## config.mk

```make
export PLATFORM = sky130hd
export DESIGN_NAME = mips_control_signal_alu_sequencer
export DESIGN_NICKNAME = d
export VERILOG_FILES = /design/src/rtl/mips_control_signal_alu_sequencer_pkg.sv /design/src/rtl/mips_control_signal_alu_decode.sv /design/src/rtl/mips_control_signal_alu_sequencer.sv
export SDC_FILE = /design/constraint.sdc
export NUM_CORES = 1
export LEC_CHECK = 0
export BUFFER_PORTS_ARGS = -buffer_cell sky130_fd_sc_hd__buf_2
export CAP_MARGIN = 20
export CORE_ASPECT_RATIO = 0.6
export CORE_MARGIN = 2
export CORE_UTILIZATION = 55
export CTS_CLUSTER_DIAMETER = 200
export DETAILED_ROUTE_END_ITERATION = 10
export GPL_ROUTABILITY_DRIVEN = 0
export GPL_TIMING_DRIVEN = 0
export HOLD_SLACK_MARGIN = 0.02
export PLACE_DENSITY = 0.88
export SETUP_SLACK_MARGIN = 0.02
export SYNTH_ARGS = -nofsm -noshare
export SYNTH_HDL_FRONTEND = slang
export SYNTH_SLANG_ARGS = --single-unit
export TNS_END_PERCENT = 5
```

## constraint.sdc

```tcl
create_clock -name clock -period 2.5 [get_ports clock]
set_input_delay 0.5 -clock clock [delete_from_list [all_inputs] [get_ports clock]]
set_output_delay 0.5 -clock clock [all_outputs]
set_load 0.02 [all_outputs]
```

## src/rtl/mips_control_signal_alu_sequencer_pkg.sv

```systemverilog
// Shared encodings for the registered ALU control sequencer: category flag
// positions, data-2 sources, ALU operations, MIPS opcode/funct values, states.
package mips_control_signal_alu_sequencer_pkg;

  localparam int CAT_SHIFT    = 0;
  localparam int CAT_SHIFTV   = 1;
  localparam int CAT_LOAD     = 2;
  localparam int CAT_STORE    = 3;
  localparam int CAT_REGISTER = 4;
  localparam int CAT_BRANCH   = 5;
  localparam int CAT_MULT     = 6;
  localparam int CAT_DIV      = 7;

  typedef enum logic [1:0] {
    D2_REGISTER  = 2'd0,
    D2_IMMEDIATE = 2'd1,
    D2_SHAMT     = 2'd2
  } data2_src_e;

  typedef enum logic [3:0] {
    ALU_ADD   = 4'd0,
    ALU_SUB   = 4'd1,
    ALU_AND   = 4'd2,
    ALU_OR    = 4'd3,
    ALU_XOR   = 4'd4,
    ALU_NOR   = 4'd5,
    ALU_SLT   = 4'd6,
    ALU_SLTU  = 4'd7,
    ALU_SLL   = 4'd8,
    ALU_SRL   = 4'd9,
    ALU_SRA   = 4'd10,
    ALU_LUI   = 4'd11,
    ALU_MULT  = 4'd12,
    ALU_MULTU = 4'd13,
    ALU_DIV   = 4'd14,
    ALU_DIVU  = 4'd15
  } alu_op_e;

  localparam logic [5:0] OP_RTYPE = 6'h00;
  localparam logic [5:0] OP_BEQ   = 6'h04;
  localparam logic [5:0] OP_BNE   = 6'h05;
  localparam logic [5:0] OP_ADDI  = 6'h08;
  localparam logic [5:0] OP_ADDIU = 6'h09;
  localparam logic [5:0] OP_SLTI  = 6'h0A;
  localparam logic [5:0] OP_SLTIU = 6'h0B;
  localparam logic [5:0] OP_ANDI  = 6'h0C;
  localparam logic [5:0] OP_ORI   = 6'h0D;
  localparam logic [5:0] OP_XORI  = 6'h0E;
  localparam logic [5:0] OP_LUI   = 6'h0F;
  localparam logic [5:0] OP_LW    = 6'h23;
  localparam logic [5:0] OP_SW    = 6'h2B;

  localparam logic [5:0] FN_SLL   = 6'h00;
  localparam logic [5:0] FN_SRL   = 6'h02;
  localparam logic [5:0] FN_SRA   = 6'h03;
  localparam logic [5:0] FN_SLLV  = 6'h04;
  localparam logic [5:0] FN_SRLV  = 6'h06;
  localparam logic [5:0] FN_SRAV  = 6'h07;
  localparam logic [5:0] FN_MULT  = 6'h18;
  localparam logic [5:0] FN_MULTU = 6'h19;
  localparam logic [5:0] FN_DIV   = 6'h1A;
  localparam logic [5:0] FN_DIVU  = 6'h1B;
  localparam logic [5:0] FN_ADD   = 6'h20;
  localparam logic [5:0] FN_ADDU  = 6'h21;
  localparam logic [5:0] FN_SUB   = 6'h22;
  localparam logic [5:0] FN_SUBU  = 6'h23;
  localparam logic [5:0] FN_AND   = 6'h24;
  localparam logic [5:0] FN_OR    = 6'h25;
  localparam logic [5:0] FN_XOR   = 6'h26;
  localparam logic [5:0] FN_NOR   = 6'h27;
  localparam logic [5:0] FN_SLT   = 6'h2A;
  localparam logic [5:0] FN_SLTU  = 6'h2B;

  typedef enum logic {
    ST_IDLE = 1'b0,
    ST_RUN  = 1'b1
  } state_e;

endpackage

```

## src/rtl/mips_control_signal_alu_decode.sv

```systemverilog
// Pure combinational map from opFunc/category to data-2 source, ALU operation
// and the mult/div path selects (Div wins when both flags are set).
module mips_control_signal_alu_decode
  import mips_control_signal_alu_sequencer_pkg::*;
#(
  parameter int OPFUNC_W   = 12,
  parameter int CATEGORY_W = 8,
  parameter int ALU_OP_W   = 4
) (
  input  logic [OPFUNC_W-1:0]   opFunc,
  input  logic [CATEGORY_W-1:0] category,
  output logic [1:0]            data2_source,
  output logic [ALU_OP_W-1:0]   alu_op,
  output logic                  is_mult,
  output logic                  is_div
);

  logic [5:0] opcode;
  logic [5:0] funct;
  alu_op_e    op;

  assign opcode = opFunc[OPFUNC_W-1 -: 6];
  assign funct  = opFunc[5:0];

  always_comb begin
    data2_source = D2_IMMEDIATE;
    if (category[CAT_SHIFT] && !category[CAT_SHIFTV])
      data2_source = D2_SHAMT;
    else if (category[CAT_LOAD] || category[CAT_STORE])
      data2_source = D2_IMMEDIATE;
    else if (category[CAT_REGISTER] || category[CAT_BRANCH] ||
             category[CAT_MULT] || category[CAT_DIV])
      data2_source = D2_REGISTER;
  end

  always_comb begin
    op = ALU_ADD;
    if (opcode == OP_RTYPE) begin
      case (funct)
        FN_SLL, FN_SLLV:  op = ALU_SLL;
        FN_SRL, FN_SRLV:  op = ALU_SRL;
        FN_SRA, FN_SRAV:  op = ALU_SRA;
        FN_MULT:          op = ALU_MULT;
        FN_MULTU:         op = ALU_MULTU;
        FN_DIV:           op = ALU_DIV;
        FN_DIVU:          op = ALU_DIVU;
        FN_ADD, FN_ADDU:  op = ALU_ADD;
        FN_SUB, FN_SUBU:  op = ALU_SUB;
        FN_AND:           op = ALU_AND;
        FN_OR:            op = ALU_OR;
        FN_XOR:           op = ALU_XOR;
        FN_NOR:           op = ALU_NOR;
        FN_SLT:           op = ALU_SLT;
        FN_SLTU:          op = ALU_SLTU;
        default:          op = ALU_ADD;
      endcase
    end else begin
      case (opcode)
        OP_ADDI, OP_ADDIU: op = ALU_ADD;
        OP_SLTI:           op = ALU_SLT;
        OP_SLTIU:          op = ALU_SLTU;
        OP_ANDI:           op = ALU_AND;
        OP_ORI:            op = ALU_OR;
        OP_XORI:           op = ALU_XOR;
        OP_LUI:            op = ALU_LUI;
        OP_BEQ, OP_BNE:    op = ALU_SUB;
        OP_LW, OP_SW:      op = ALU_ADD;
        default:           op = ALU_ADD;
      endcase
    end
  end

  assign alu_op  = ALU_OP_W'(op);
  assign is_div  = category[CAT_DIV];
  assign is_mult = category[CAT_MULT] && !category[CAT_DIV];

endmodule

```

## src/rtl/mips_control_signal_alu_sequencer.sv

```systemverilog
// ID/EX control-word register with valid/ready handshake and a down-counting
// sequencer that holds the slot busy for mult/div before releasing the word.
//
//   state   | meaning
//   IDLE    | accepting decode; output register follows the handshake
//   RUN     | mult/div word parked, counter running down to release
module mips_control_signal_alu_sequencer
  import mips_control_signal_alu_sequencer_pkg::*;
#(
  parameter int OPFUNC_W    = 12,
  parameter int CATEGORY_W  = 8,
  parameter int ALU_OP_W    = 4,
  parameter int MULT_CYCLES = 4,
  parameter int DIV_CYCLES  = 16,
  parameter int CNT_W       = 5
) (
  input  logic                  clock,
  input  logic                  reset_n,
  input  logic                  in_valid,
  output logic                  in_ready,
  input  logic [OPFUNC_W-1:0]   opFunc,
  input  logic [CATEGORY_W-1:0] category,
  input  logic                  flush,
  output logic                  out_valid,
  input  logic                  out_ready,
  output logic [1:0]            data2_source,
  output logic [ALU_OP_W-1:0]   alu_op,
  output logic                  multi_cycle,
  output logic                  busy
);

  localparam logic [CNT_W-1:0] MULT_LOAD = CNT_W'(MULT_CYCLES - 1);
  localparam logic [CNT_W-1:0] DIV_LOAD  = CNT_W'(DIV_CYCLES - 1);

  state_e                state, state_nxt;
  logic [CNT_W-1:0]      cnt;
  logic [1:0]            dec_d2, pend_d2;
  logic [ALU_OP_W-1:0]   dec_alu, pend_alu;
  logic                  dec_mult, dec_div;
  logic                  slot_free, accept, accept_md, done;

  mips_control_signal_alu_decode #(
    .OPFUNC_W   (OPFUNC_W),
    .CATEGORY_W (CATEGORY_W),
    .ALU_OP_W   (ALU_OP_W)
  ) u_decode (
    .opFunc       (opFunc),
    .category     (category),
    .data2_source (dec_d2),
    .alu_op       (dec_alu),
    .is_mult      (dec_mult),
    .is_div       (dec_div)
  );

  assign slot_free = !out_valid || out_ready;
  assign accept    = in_valid && in_ready;
  assign accept_md = accept && (dec_mult || dec_div);
  assign done      = (state == ST_RUN) && (cnt == '0) && slot_free;

  always_ff @(posedge clock or negedge reset_n) begin
    if (!reset_n) state <= ST_IDLE;
    else          state <= state_nxt;
  end

  always_comb begin
    state_nxt = state;
    if (flush) begin
      state_nxt = ST_IDLE;
    end else begin
      case (state)
        ST_IDLE: if (accept_md) state_nxt = ST_RUN;
        ST_RUN:  if (done)      state_nxt = ST_IDLE;
        default: state_nxt = ST_IDLE;
      endcase
    end
  end

  always_comb begin
    in_ready = 1'b0;
    busy     = 1'b0;
    case (state)
      ST_IDLE: in_ready = slot_free;
      ST_RUN:  busy     = 1'b1;
      default: ;
    endcase
  end

  // Output register only changes when the slot is free, so a stalled word holds.
  always_ff @(posedge clock or negedge reset_n) begin
    if (!reset_n) begin
      cnt          <= '0;
      out_valid    <= 1'b0;
      data2_source <= '0;
      alu_op       <= '0;
      multi_cycle  <= 1'b0;
      pend_d2      <= '0;
      pend_alu     <= '0;
    end else if (flush) begin
      cnt       <= '0;
      out_valid <= 1'b0;
    end else begin
      if (accept_md) begin
        cnt       <= dec_div ? DIV_LOAD : MULT_LOAD;
        pend_d2   <= dec_d2;
        pend_alu  <= dec_alu;
        out_valid <= 1'b0;
      end else if (accept) begin
        out_valid    <= 1'b1;
        data2_source <= dec_d2;
        alu_op       <= dec_alu;
        multi_cycle  <= 1'b0;
      end else if (done) begin
        out_valid    <= 1'b1;
        data2_source <= pend_d2;
        alu_op       <= pend_alu;
        multi_cycle  <= 1'b1;
      end else if (out_ready) begin
        out_valid <= 1'b0;
      end
      if (state == ST_RUN && cnt != '0)
        cnt <= cnt - CNT_W'(1);
    end
  end

endmodule

```

==> impl_metrics.tcl, run 1 <==
set metrics [dict create \
    antenna_found_initial 0 \
    fillers 171 \
    die_x_um 65.27 \
    htree_levels 1 \
    setup_violations 0 \
    vias 1188 \
    root_buffer "clkbuf_8" \
    power.density_mw_per_mm2 768.4 \
    yosysSeqAreaShare 0.4040 \
    multiInputGateArea_um2 701.9 \
    vdd.ir_drop.worst_v 0.0004553 \
    final.min_clock_period_ps 2109 \
    antenna_cells 0 \
    cts-hold-fix-buffers 0 \
    hold_viol_final 0 \
    finalMaxSlewViolations 0 \
    vias_per_cell 5.852 \
    clk-insertion-delay-late_ps 260 \
    cts_buffers 3 \
    postCtsSetupBuffers 0 \
    netlist_area_mm2 0.001239 \
    switchingPower_mw 0.3854 \
    cp.required_ps 2690 \
    dieArea_mm2 0.002660 \
    nets 200 \
    timing.rr.start "cnt[0]" \
    ios 35 \
    grt_usage 0.2535 \
    r2r_cells 8 \
    clk_path_buf_depth 2 \
    slew_headroom 0.6371 \
    ant_nets 0 \
    seq_area_um2 500.5 \
    syn_inst 137 \
    clock-sinks 20 \
    arrival_ps 2290 \
    drc_errors 0 \
    synth_edf_count 0 \
    overflow 0 \
    hpwlAfterDp_um 2333 \
    p_int_mw 0.7732 \
    grt_max_degree 21 \
    max_freq_ghz 0.4743 \
    grt_pass1_wl_um 4968 \
    start_util 0.5769 \
    fin_setup_tns_ps 0 \
    port_buffers 32 \
    cts_resized 0 \
    status "finished, final reports clean" \
    grt_pass1_vias 1048 \
    core_mm2 0.002147 \
    wl_per_cell_um 14.89 \
    layout-drive-gt1-share 0.2543 \
    critical_path_class "flip-flop to flip-flop" \
    syn_nets 163 \
    holdWs_ps 171.3 \
    hold_path_class "input port to async pin" \
    utilization 0.7022 \
    power.share.switching 0.3327 \
    post-route-cell-area_mm2 0.001508 \
    reg2reg_to "alu_op[0]" \
    drt_first_iter_violations 88 \
    syn_area_per_cell_um2 9.042 \
    cp-end-kind "flip-flop" \
    fin_worst_skew_ps 3.712 \
    drt-pass1-iter-count 4 \
    syn_to_final_growth_pct 21.72 \
    yosys_warnings 0 \
    post-route-period-util 0.8434 \
    pwr-share-comb 0.329 \
    totalWireLength_um 3022 \
    max-cap-violations 0 \
    cts_tree "built" \
    place_area_mm2 0.001436 \
    synth_top_flop_cell "dfrtp_1" \
    p_clk_frac 0.280 \
    worstPathMaxFanout 10 \
    worst_pin_slew_ps 542.4 \
    fp-row-count 13 \
    power_frac_seq 0.391 \
    ys_async_sr_fraction 1.000 \
    dieHeight_um 40.76 \
    yosysUniqueCellTypes 46 \
    clkTransAtPathRegs_ps 80 \
    start_kind "flip-flop" \
    r2r_slack_ps 390 \
    grt_setup_unrepaired "no" \
    p_leak_nw 0.6651 \
    yosys_register_bits 20 \
]
-- placed cells by master (no fill, tap or decap), types with 2 or more instances in the layout --
master    Yosys  routed
a211oi_1      3       3
a21boi_0      2       2
a21oi_1      11      11
a22oi_1       2       2
a31oi_1       2       2
buf_2         2      34
clkbuf_8      0       3
dfrtp_1      20      20
inv_1         3       3
mux2_1        2       2
mux2_2        2       2
mux2i_1       3       3
nand2_1      13      13
nand2b_1      6       6
nand3_1       5       5
nand3b_1      5       5
nor2_1       16      16
nor2b_1       6       6
nor3_1        4       4
nor4_1        2       2
o211ai_1      2       2
-- worst max-delay path: stages, from the launching register on --
cell	delay, ps
dfrtp_1	420
inv_1	80
ha_1	200
nor4b_2	360
nand3_1	160
a21oi_1	310
buf_2	290
nor2_1	80
a31oi_2	140
-- registers in the layout (all words and copies together) (netlist names) --
signal	flops
alu_op	4
multi_cycle	1
data2_source	2
out_valid	1
pend_d2	2
state	1
cnt	5
pend_alu	4
-- kinds of logic after synthesis --
family / Yosys count / share of synthesized area
AND/OR/NAND/NOR: 66 / 0.2980
AO/OA/AOI/OAI: 33 / 0.1838
flip-flops: 20 / 0.4040
buffers and inverters: 8 / 0.02929
multiplexers: 7 / 0.06060
XOR/XNOR: 2 / 0.01414
adder cells (fa/ha/maj): 1 / 0.01010
-- final cells by class --
cell class	count	share of cell area
multi-input cells	109	0.4656
flip-flops and latches	20	0.3319
well taps	30	0.02490
clock buffers	3	0.02739
inverters	3	0.007469
plain buffers	5	0.01660
clock inverters	1	0.01992
repair buffers	32	0.1062
-- Yosys cell counts (3+ instances only) --
cell	count	area share
nor3_1	4	0.016
nand3b_1	5	0.030
nor2_1	16	0.048
a21oi_1	11	0.044
mux2i_1	3	0.024
a211oi_1	3	0.018
nor2b_1	6	0.030
nand3_1	5	0.020
nand2b_1	6	0.030
dfrtp_1	20	0.40
nand2_1	13	0.039
inv_1	3	0.0091
-- worst max path at each step --
stage,cells after the start,to,startpoint,slack (ps)
final,8,alu_op[0],cnt[0],390
after global routing,8,alu_op[0],cnt[0],190
after CTS,8,alu_op[0],cnt[0],410
after detailed placement,8,alu_op[0],cnt[0],470
after global placement,6,alu_op[0],opFunc[3],550
after floorplan,6,alu_op[0],opFunc[1],680
-- per-stage QoR --
stage | worst slack [ps] | std cells | power (mW)
4_1_cts | 412.8 | 203 | 1.165
5_1_grt | 189.0 | 203 | 1.222
2_1_floorplan | 678.4 | 137 | 0.7041
3_5_place_dp | 471.9 | 199 | 0.8384
6_report | 391.5 | 203 | 1.159
3_3_place_gp | 549.6 | 199 | 0.8198
-- per-layer routing --
layer  global-route usage  part of all wire  routed length [um]
met2               0.4439              0.48                1459
met1               0.3345              0.44                1329
met5                    0                 0                   0
met4              0.06250            0.0040                  12
met3              0.05220             0.073                 220
-- power groups by stage --
stage | clock [mW] | combinational (mW) | sequential (mW)
after detailed placement | 0 | 0.378 | 0.460
final | 0.325 | 0.381 | 0.453
after CTS | 0.328 | 0.383 | 0.453
after floorplan | 0 | 0.183 | 0.521
after global placement | 0 | 0.366 | 0.454
after global routing | 0.341 | 0.419 | 0.462
No activity file was read; power rests on OpenSTA's default activity.
==> run 2, diff against run 1 <==
Settings changed: CORE_UTILIZATION 55 to 51, PLACE_DENSITY 0.88 to 0.82.
Clock period 2.5 ns to 2.2 ns, I/O delays scaled along.
==> impl_metrics.tcl, run 2 (synthesis gave the netlist of run 1 again) <==
set metrics [dict create \
    status "finished, final reports clean" \
    switchingPower_mw 0.4276 \
    hold_path_class "input port to async pin" \
    grt_max_degree 21 \
    clkTransAtPathRegs_ps 70 \
    p_leak_nw 0.6574 \
    grt_pass1_vias 1030 \
    final_common_cell "buf_2" \
    antenna_cells 0 \
    pre_cts_ws_ps 231.4 \
    cts_tree "built" \
    grt_usage 0.2173 \
    max_freq_ghz 0.5151 \
    final.min_clock_period_ps 1942 \
    power.share.switching 0.3593 \
    totalWireLength_um 2956 \
    die_x_um 67.63 \
    clk-insertion-delay-late_ps 260 \
    arrival_ps 2110 \
    clock-sinks 20 \
    wl_per_cell_um 14.63 \
    largest_registers "cnt: 5 flops, alu_op: 4 flops, pend_alu: 4 flops" \
    htree_levels 1 \
    fin_worst_skew_ps 9.491 \
    dieArea_mm2 0.002852 \
    hpwlAfterDp_um 2292 \
    start_kind "flip-flop" \
    cts-hold-fix-buffers 0 \
    p_clk_frac 0.200 \
    setup_violations 0 \
    reg2reg_to "data2_source[0]" \
    hold_viol_final 0 \
    final_cell_mix "buf_2, dfrtp_1, nor2_1, nand2_1, a21oi_1" \
    post-route-cell-area_mm2 0.001486 \
    worstPathMaxFanout 10 \
    regMostFlops "cnt" \
    post-route-period-util 0.8825 \
    vdd.ir_drop.worst_v 0.0005012 \
    fin_ws_ps 258.4 \
    fin_setup_tns_ps 0 \
    root_buffer "clkbuf_8" \
    overflow 0 \
    power_frac_seq 0.433 \
    port_buffers 32 \
    max-cap-violations 0 \
    syn_to_final_growth_pct 20.00 \
    place_area_mm2 0.001436 \
    dp_cells 199 \
    critical_path_class "flip-flop to flip-flop" \
    ios 35 \
    nets 200 \
    clk_path_buf_depth 2 \
    ant_nets 0 \
    finalMaxSlewViolations 0 \
    slew_headroom 0.6600 \
    vias 1176 \
    fillers 190 \
    largest_register_ffs 5 \
    vias_per_cell 5.822 \
    layout-drive-gt1-share 0.2500 \
    r2r_cells 8 \
    worst_pin_slew_ps 508.1 \
    p_int_mw 0.7624 \
    grt_setup_unrepaired "no" \
    drc_errors 0 \
    cp.required_ps 2370 \
    cp-end-kind "flip-flop" \
    fp-row-count 13 \
    dieHeight_um 42.18 \
    cts_buffers 3 \
    start_util 0.5559 \
    grt_pass1_wl_um 4671 \
    power.density_mw_per_mm2 800.6 \
    pwr-share-comb 0.368 \
    layout.cells.non_filler 202 \
    drt_first_iter_violations 87 \
    timing.rr.start "cnt[0]" \
    r2r_slack_ps 260 \
    antenna_found_initial 0 \
    core_mm2 0.002228 \
    drt-pass1-iter-count 4 \
]
==> run 2: cell count changes in the layout (fill, tap and decap cells not counted), sizes merged <==
cell / previous run / this run
bufinv: 1 / 0
==> run 2: worst max-delay path: stages, from the launching register on <==
cell and delay (ps):
dfrtp_1 420, inv_1 70, ha_1 200, nor4b_4 280, nand3_1 120, a21oi_1 270, buf_2 280, nor2_1 60
a31oi_1 150
==> run 2: worst max-delay path by stage <==
| stage | startpoint | endpoint | slack [ps] | cells past startpoint |
|---|---|---|---|---|
| floorplan | state | pend_alu[0] | 390 | 6 |
| global placement | cnt[0] | data2_source[0] | 260 | 8 |
| detailed placement | cnt[0] | alu_op[3] | 230 | 7 |
| CTS | cnt[0] | alu_op[3] | 200 | 7 |
| global route | cnt[0] | alu_op[3] | 60 | 8 |
| finish | cnt[0] | data2_source[0] | 260 | 8 |
==> run 2: per-stage QoR <==
| step | hold WS [ps] | total power, mW | utilization |
|---|---|---|---|
| 2_1_floorplan | 144.4 | 0.8001 | - |
| 3_3_place_gp | 401.0 | 0.9330 | 0.6446 |
| 3_5_place_dp | 413.0 | 0.9509 | 0.6446 |
| 4_1_cts | 133.1 | 1.193 | 0.6631 |
| 5_1_grt | 150.5 | 1.266 | 0.6670 |
| 6_report | 115.6 | 1.190 | 0.6670 |
==> run 2: per-layer routing <==
layer  wire, um  up-vias  share of wire  track usage
li1           -      577              -            -
met1       1355      540           0.46       0.3053
met2       1335       57           0.45       0.3294
met3        258        2          0.087      0.07527
met4          6        0         0.0020      0.03265
met5          0        -              0            0
==> run 2: power groups by stage <==
stage	clock, mW	combinational [mW]	sequential (mW)
global route	0.262	0.477	0.528
floorplan	0	0.208	0.593
global placement	0	0.418	0.515
finish	0.237	0.438	0.515
CTS	0.245	0.435	0.514
detailed placement	0	0.431	0.520
==> run 2: final cells by class <==
class	instances	area, um2	share of cell area
Multi-Input combinational cell	109	710.7	0.4781
Sequential cell	20	500.5	0.3367
Timing Repair Buffer	32	160.2	0.1077
Clock buffer	3	41.29	0.02778
Tap cell	30	37.54	0.02525
Buffer	5	25.02	0.01683
Inverter	3	11.26	0.007576
==> run 2: timing repair <==
item | CTS | global route
setup endpoints to repair | 0 | 5
gates resized for setup | 0 | 1
setup buffers | 0 | 0
